$ cat config.mk
export PLATFORM = sky130hd
export DESIGN_NAME = sram_arb
export DESIGN_NICKNAME = d
export VERILOG_FILES = /design/src/rtl/sram_arb.sv
export SDC_FILE = /design/constraint.sdc
export NUM_CORES = 1
export LEC_CHECK = 0
export CORE_MARGIN = 3
export CORE_UTILIZATION = 42
export DETAILED_ROUTE_END_ITERATION = 10
export PLACE_DENSITY = 0.75
export SETUP_SLACK_MARGIN = 0.05
export SLEW_MARGIN = 20
export SYNTH_ARGS = -nofsm -noshare
export SYNTH_HDL_FRONTEND = slang
export SYNTH_SLANG_ARGS = --single-unit
export TNS_END_PERCENT = 10
$ cat constraint.sdc
create_clock -name mclk -period 3.01 [get_ports mclk]
set_clock_uncertainty 0.1 [all_clocks]
set_input_delay 0.602 -clock mclk [delete_from_list [all_inputs] [get_ports mclk]]
set_output_delay 0.602 -clock mclk [all_outputs]
set_load 0.02 [all_outputs]
$ cat src/rtl/sram_arb.sv
// sram_arb: single-port async SRAM arbiter. Video fetch has priority; a
// starvation counter bounds CPU byte-access latency under continuous fetch.
module sram_arb #(
  parameter int unsigned CPU_MAXWAIT = 8
) (
  input  logic        mclk,
  input  logic        rst,
  input  logic [17:0] vaddr,
  input  logic        v_req,
  output logic        v_req_en,
  output logic [15:0] v_data,
  output logic        v_dv,
  input  logic        c_stb,
  input  logic [18:0] c_addr,
  input  logic        c_rnw,
  input  logic [7:0]  c_wdata,
  output logic [7:0]  c_rdata,
  output logic        c_ack,
  output logic        c_busy,
  output logic [17:0] sram_a,
  input  logic [15:0] sram_dq_i,
  output logic [15:0] sram_dq_o,
  output logic        sram_dq_oe,
  output logic        sram_oe_n,
  output logic        sram_we_n,
  output logic        sram_ub_n,
  output logic        sram_lb_n
);

  localparam int unsigned CNT_W = 8;
  localparam logic [CNT_W-1:0] CNT_MAX = '1;
  localparam logic [CNT_W-1:0] MAXWAIT = CNT_W'(CPU_MAXWAIT);

  typedef enum logic [2:0] {S_IDLE, S_VRD, S_CRD, S_WS, S_WP, S_WH} state_t;

  state_t      state_q, state_d;
  logic        pend_q, pend_d;
  logic [18:0] p_addr_q, p_addr_d;
  logic        p_rnw_q, p_rnw_d;
  logic [7:0]  p_wdata_q, p_wdata_d;
  logic [CNT_W-1:0] cnt_q, cnt_d;
  logic        c_busy_q, c_busy_d;
  logic        c_ack_q, c_ack_d;
  logic [7:0]  c_rdata_q, c_rdata_d;
  logic [15:0] v_data_q, v_data_d;
  logic        v_dv_q, v_dv_d;
  logic [17:0] sram_a_q, sram_a_d;
  logic [15:0] dq_o_q, dq_o_d;
  logic        dq_oe_q, dq_oe_d;
  logic        oe_n_q, oe_n_d;
  logic        we_n_q, we_n_d;
  logic        ub_n_q, ub_n_d;
  logic        lb_n_q, lb_n_d;

  logic dec_ok, starve, cpu_grant, vid_grant, capture;

  // Arbitration, next bus cycle and the registered pin values for that cycle.
  always_comb begin
    dec_ok    = (state_q == S_IDLE) || (state_q == S_VRD) ||
                (state_q == S_CRD)  || (state_q == S_WH);
    starve    = pend_q && (cnt_q >= MAXWAIT);
    v_req_en  = dec_ok && !starve;
    vid_grant = v_req_en && v_req;
    cpu_grant = dec_ok && (starve || (!v_req && pend_q));
    capture   = c_stb && !c_busy_q;

    state_d = state_q;
    case (state_q)
      S_WS:    state_d = S_WP;
      S_WP:    state_d = S_WH;
      default: begin
        if (cpu_grant)      state_d = p_rnw_q ? S_CRD : S_WS;
        else if (vid_grant) state_d = S_VRD;
        else                state_d = S_IDLE;
      end
    endcase

    sram_a_d = sram_a_q;
    dq_o_d   = dq_o_q;
    dq_oe_d  = 1'b0;
    oe_n_d   = 1'b1;
    we_n_d   = 1'b1;
    ub_n_d   = 1'b1;
    lb_n_d   = 1'b1;
    case (state_d)
      S_VRD: begin
        sram_a_d = vaddr;
        oe_n_d   = 1'b0;
        ub_n_d   = 1'b0;
        lb_n_d   = 1'b0;
      end
      S_CRD: begin
        sram_a_d = p_addr_q[18:1];
        oe_n_d   = 1'b0;
        ub_n_d   = !p_addr_q[0];
        lb_n_d   = p_addr_q[0];
      end
      S_WS, S_WP, S_WH: begin
        // Pending regs are frozen while busy, so address/data hold naturally.
        sram_a_d = p_addr_q[18:1];
        dq_o_d   = {p_wdata_q, p_wdata_q};
        dq_oe_d  = 1'b1;
        we_n_d   = (state_d != S_WP);
        ub_n_d   = !p_addr_q[0];
        lb_n_d   = p_addr_q[0];
      end
      default: ;
    endcase

    v_dv_d    = (state_q == S_VRD);
    v_data_d  = (state_q == S_VRD) ? sram_dq_i : v_data_q;
    c_ack_d   = (state_q == S_CRD) || (state_q == S_WP);
    c_rdata_d = c_rdata_q;
    if (state_q == S_CRD) c_rdata_d = p_addr_q[0] ? sram_dq_i[15:8] : sram_dq_i[7:0];

    c_busy_d = c_busy_q;
    if (capture) c_busy_d = 1'b1;
    if (c_ack_d) c_busy_d = 1'b0;

    pend_d    = pend_q;
    p_addr_d  = p_addr_q;
    p_rnw_d   = p_rnw_q;
    p_wdata_d = p_wdata_q;
    if (cpu_grant) pend_d = 1'b0;
    if (capture) begin
      pend_d    = 1'b1;
      p_addr_d  = c_addr;
      p_rnw_d   = c_rnw;
      p_wdata_d = c_wdata;
    end

    cnt_d = cnt_q;
    if (cpu_grant)                       cnt_d = '0;
    else if (pend_q && cnt_q != CNT_MAX) cnt_d = cnt_q + CNT_W'(1);
  end

  // State and output registers; reset also aborts any access in flight.
  always_ff @(posedge mclk or posedge rst) begin
    if (rst) begin
      state_q   <= S_IDLE;
      pend_q    <= 1'b0;
      p_addr_q  <= '0;
      p_rnw_q   <= 1'b0;
      p_wdata_q <= '0;
      cnt_q     <= '0;
      c_busy_q  <= 1'b0;
      c_ack_q   <= 1'b0;
      c_rdata_q <= '0;
      v_data_q  <= '0;
      v_dv_q    <= 1'b0;
      sram_a_q  <= '0;
      dq_o_q    <= '0;
      dq_oe_q   <= 1'b0;
      oe_n_q    <= 1'b1;
      we_n_q    <= 1'b1;
      ub_n_q    <= 1'b1;
      lb_n_q    <= 1'b1;
    end else begin
      state_q   <= state_d;
      pend_q    <= pend_d;
      p_addr_q  <= p_addr_d;
      p_rnw_q   <= p_rnw_d;
      p_wdata_q <= p_wdata_d;
      cnt_q     <= cnt_d;
      c_busy_q  <= c_busy_d;
      c_ack_q   <= c_ack_d;
      c_rdata_q <= c_rdata_d;
      v_data_q  <= v_data_d;
      v_dv_q    <= v_dv_d;
      sram_a_q  <= sram_a_d;
      dq_o_q    <= dq_o_d;
      dq_oe_q   <= dq_oe_d;
      oe_n_q    <= oe_n_d;
      we_n_q    <= we_n_d;
      ub_n_q    <= ub_n_d;
      lb_n_q    <= lb_n_d;
    end
  end

  assign v_data     = v_data_q;
  assign v_dv       = v_dv_q;
  assign c_rdata    = c_rdata_q;
  assign c_ack      = c_ack_q;
  assign c_busy     = c_busy_q;
  assign sram_a     = sram_a_q;
  assign sram_dq_o  = dq_o_q;
  assign sram_dq_oe = dq_oe_q;
  assign sram_oe_n  = oe_n_q;
  assign sram_we_n  = we_n_q;
  assign sram_ub_n  = ub_n_q;
  assign sram_lb_n  = lb_n_q;

endmodule

* Yosys cells after proc, flatten, opt, wreduce, memory -nomap -nowiden *
Cells that the tools add are included.

storage, ports and cells
  bits in registers = 106
  input port bits = 66
  output and inout port bits = 67

operators by class
  $add $sub $neg = 1
  $lt $le $gt $ge = 1
  eq/ne operators = 12
  muxes and demuxes = 17
  reductions and logical operators = 24

operator list
  operator               count
  $pmux W18 S2           1
  $mux W8                3
  $eq A3 B2 Y1 const B   4
  $eq A3 B3 Y1 const B   4
  $mux W1                9
  $add A8 B1 Y8 const B  1
  $ge A8 B4 Y1 const B   1
  $ne A8 B8 Y1 const B   1
  $reduce_bool A2 Y1     4
  $logic_and A1 B1 Y1    7
  $eq A3 B1 Y1 const B   2
  $pmux W3 S2            1
  $logic_or A1 B1 Y1     5
  $logic_not A1 Y1       4
  $pmux W1 S2            2
  $reduce_or A4 Y1       1
  $logic_not A3 Y1       1
  $ne A3 B3 Y1 const B   1
  $reduce_or A3 Y1       1
  $mux W2                1
  $reduce_or A2 Y1       1

* Logic depth before layout (Yosys ltp) *
  depth after elaboration = 12
  gate-level depth with buffers = 7

* Worst setup path before layout *
No wires, ideal clock.

  path kind = register -> register
  start = register state_q[0]
  end = register dq_o_q[10], in the netlist sram_dq_o[10]
  setup time = 0.125 ns
  arrival = 2.038 ns
  required time = 2.785 ns
  slack = 0.747 ns
  cell stages (with the launch flop) = 6
  clock period less this slack = 2.263 ns
  cell sequence = dfrtp_1 -> buf_2 -> mux2_4 -> a311oi_4 -> mux2i_2 -> mux2_2

on the way
  longest elaborated chain between the ends = 11

RTL lines
  element                                                  RTL line  text
  start: declaration                                       36        state_t state_q, state_d;
  start signal: assignment                                 159       state_q <= state_d;
  $eq A3 B1 Y1 / $logic_not A3 Y1 (equally long branches)  59        dec_ok = (state_q == S_IDLE) || (state_q == S_VRD) ||
  $logic_or A1 B1 Y1 (2 in series)                         59
  $logic_or A1 B1 Y1                                       60        (state_q == S_CRD) || (state_q == S_WH);
  $logic_and A1 B1 Y1                                      62        v_req_en = dec_ok && !starve;
  $logic_and A1 B1 Y1                                      63        vid_grant = v_req_en && v_req;
  $mux W1                                                  73        else if (vid_grant) state_d = S_VRD;
  $mux W2                                                  72        if (cpu_grant) state_d = p_rnw_q ? S_CRD : S_WS;
  $pmux W3 S2 *                                            68        case (state_q)
  $eq A3 B2 Y1 / $eq A3 B3 Y1 (equally long branches)      85        case (state_d)
  $reduce_or A3 Y1 *                                       85
  end signal: assignment                                   171       dq_o_q <= dq_o_d;
  end: declaration                                         48        logic [15:0] dq_o_q, dq_o_d;

Mark *: on every way between the ends. The rest lies on a longest branch, timed or not.
A chain may end at the register's enable or synchronous reset.

* Worst setup path after layout *
  start = register state_q[0]
  end = output v_req_en

on the way
  longest elaborated chain between the ends = 5

RTL lines
  element                                                  RTL line  text
  $eq A3 B1 Y1 / $logic_not A3 Y1 (equally long branches)  59
  $logic_or A1 B1 Y1 (2 in series)                         59
  $logic_or A1 B1 Y1 *                                     60
  $logic_and A1 B1 Y1 *                                    62
  end: declaration                                         10        output logic v_req_en,

Marks and branches as above.

==> flow_summary.ini <==
[synthesis]
synth_top_area_share_pct = 57.6
synth_cell_types = 40
synth_seq_cells = 98
synth_largest_area_cell = dfrtp_1
synth_edf_count = 0
synth_area_leaders = dfrtp_1 58%, mux2_2 14%, a221o_1 4.4%
yosysMostFrequentCell = dfrtp_1
synth_area_um2 = 4090
syn_nets = 372
syn_avg_cell_area_um2 = 13.4
yosysWarnings = 0
netlist_instances = 304
yosysSeqAreaShare_pct = 60.2
ys.flop_type = dfrtp_1
ys_async_sr_fraction_pct = 100
synth_commonest_cells = 94 x dfrtp_1, 52 x mux2_2, 21 x nor2_1

[setup_path]
worstReg2RegEnd = sram_dq_o[10]
cp_data_arrival_time_ns = 2.06
reg2reg_from = state_q[0]
worst-path-buf-inv = 1
rr_worst_depth = 5
cp-start-kind = register
critPathSlowestCell = clkdlybuf4s50_1
crit_family = buffers and inverters
required_ns = 2.31
cp_cell_sequence = mux2_4 -> nor3b_1 -> clkdlybuf4s50_1
cp_num_cells = 3
cp-end-kind = output port
crit_path_start = state_q[0]
path_max_fanout = 9
crit_end = v_req_en
cpPeakStageDelay_ns = 0.65
ff2ff_setup_slack_ns = 0.63
path_class = reg -> out

[cells_and_area]
area_growth_pct = 40.6
finish.instance_area_um2 = 5740
final_util_pct = 61.6
n_antenna_cell = 0
nets = 502
layout-drive-gt1-share_pct = 20.5

[timing]
relSlewSlack_pct = 48.8
rsz0062_at_grt = false
hold_ws_ns = 0.397
finalSetupViolations = 0
finalSetupTns_ns = 0
drv_slew = 0
timing.final.hold_violations = 0
fin_crit_ns = 2.76
tightest_slew_ns = 0.765
timing.fmax_ghz = 0.362
finalCritPeriodShare_pct = 91.7

[clock_tree]
cts_setup_buffers = 0
cts.sinks = 98
cts_max_path_buffers = 2
cts-resized-gates = 0
h-tree-depth = 3
clock-root-buffer = clkbuf_8
cts_tree = built
worstSkewPairLatency_ns = 0.35
ctsHoldBuffers = 0
numCtsBuffers = 9
clk_pin_slew_ns = 0.09

[worst_hold_path]
hp-class = reg -> reg

[run]
max_cap_viol_count = 0

[power]
p_per_area_nw_per_um2 = 1090
irDropWorstVdd_mv = 0.478
p_leak_nw = 2.40

[global_route]
overflow = 0
grt_usage_pct = 16.9
grt_start_max_net_pins = 60
grt_pass1_vias = 2998
antenna_found_initial = 0
grt_pass1_wl_mm = 15.0

[floorplan]
chipHeight_um = 105
die_w_um = 105
start_util_pct = 43.8
std_cell_rows = 35
core-area_um2 = 9330
ioPinCount = 133
fp.dieArea_um2 = 10900

[route]
drt_iter0_drc = 135
firstDrtPassIters = 4
ant_nets = 0
wl_mm = 8.98
wl_per_cell_um = 15.8
drc_errors = 0
vias = 2846
viasPerCell = 5.02

[run_status]
outcome = finished, final reports clean

[place]
portBuffers = 132
gp_congestion = 0.763
dpl_cell_area_um2 = 5550
hpwl_mm = 6.48
==> routing by layer <==
layer  GRT usage (%)  share of wire (%)  routed length (um)
met2            27.7                 49                4370
met3            3.71                6.5                 583
met1            22.4                 43                3900
met4            5.62                1.5                 132
met5               0                  0                   0
==> report_power, final <==
part / switching, mW / internal, mW
Clock: 0.446 / 0.386
Combinational: 1.38 / 1.62
Sequential: 0.432 / 1.97
==> sequential cells by signal, summed over array words and instances, names as in the netlist <==
register	cells
p_addr_q	19
sram_a	18
v_data	16
c_rdata	8
cnt_q	8
p_wdata_q	8
sram_dq_o	8
state_q	3
c_ack	1
c_busy	1
p_rnw_q	1
pend_q	1
sram_dq_oe	1
sram_lb_n	1
sram_oe_n	1
sram_ub_n	1
sram_we_n	1
v_dv	1
==> kinds of logic after synthesis <==
kind of cell / after synthesis / share of synthesized area [%]
DFF: 98 / 60.2
muxes: 63 / 17.2
and+or+nand+nor: 62 / 8.48
AOI/OAI and AO/OA: 44 / 8.70
buffers and inverters: 29 / 3.52
xor gates and xnor gates: 6 / 1.29
adders and majority gates: 2 / 0.612
==> final cells by class <==
| type | instances | area (um2) |
|---|---|---|
| clock buffers | 10 | 128 |
| repair buffers | 143 | 1420 |
| well taps | 129 | 161 |
| clock inverters | 5 | 63.8 |
| inverters | 5 | 22.5 |
| fillers | 750 | 3590 |
| multi-input cells | 177 | 1490 |
| flip-flops and latches | 98 | 2460 |
==> how the worst min path moves through the flow <==
stage	endpoint	depth (start not counted)	startpoint	slack, ns
finish	sram_oe_n	1	p_rnw_q	0.40
detailed placement	p_wdata_q[0]	1	p_wdata_q[0]	0.39
global route	sram_a[14]	1	p_addr_q[15]	0.41
global placement	sram_dq_o[12]	1	p_wdata_q[4]	0.38
floorplan	sram_oe_n	1	p_rnw_q	0.35
CTS	sram_a[13]	1	p_addr_q[14]	0.39
==> worst reg2reg max path: stages (launching register included) <==
cell,delay [ns]
dfrtp_1,0.50
mux2_4,0.36
a311oi_4,0.44
mux2i_2,0.29
buf_4,0.22
mux2_2,0.36
==> placed cells by master, fill, tap and decap left out, drive strengths merged, types with 3 or more instances in the layout <==
cell type      netlist  routed
a21oi               14      14
a221o               18      18
and2                18      18
and3                 4       4
buf                 14      11
clkbuf              10      10
clkdlybuf4s50        0     132
dfrtp               94      94
dfstp                4       4
inv                  5       5
mux2                53      53
mux2i               10      10
nor2                21      21
nor2b                4       4
nor3                 3       3
o211ai               3       3
xor2                 4       4
==> through the flow <==
stage	std cells	power [mW]	setup WS, ns
detailed placement	552	5.47	0.411
global route	567	6.62	0.132
global placement	552	5.38	0.181
finish	567	6.24	0.251
CTS	567	6.32	0.187
floorplan	304	4.18	0.747
Power figures use the tool's default switching activity.
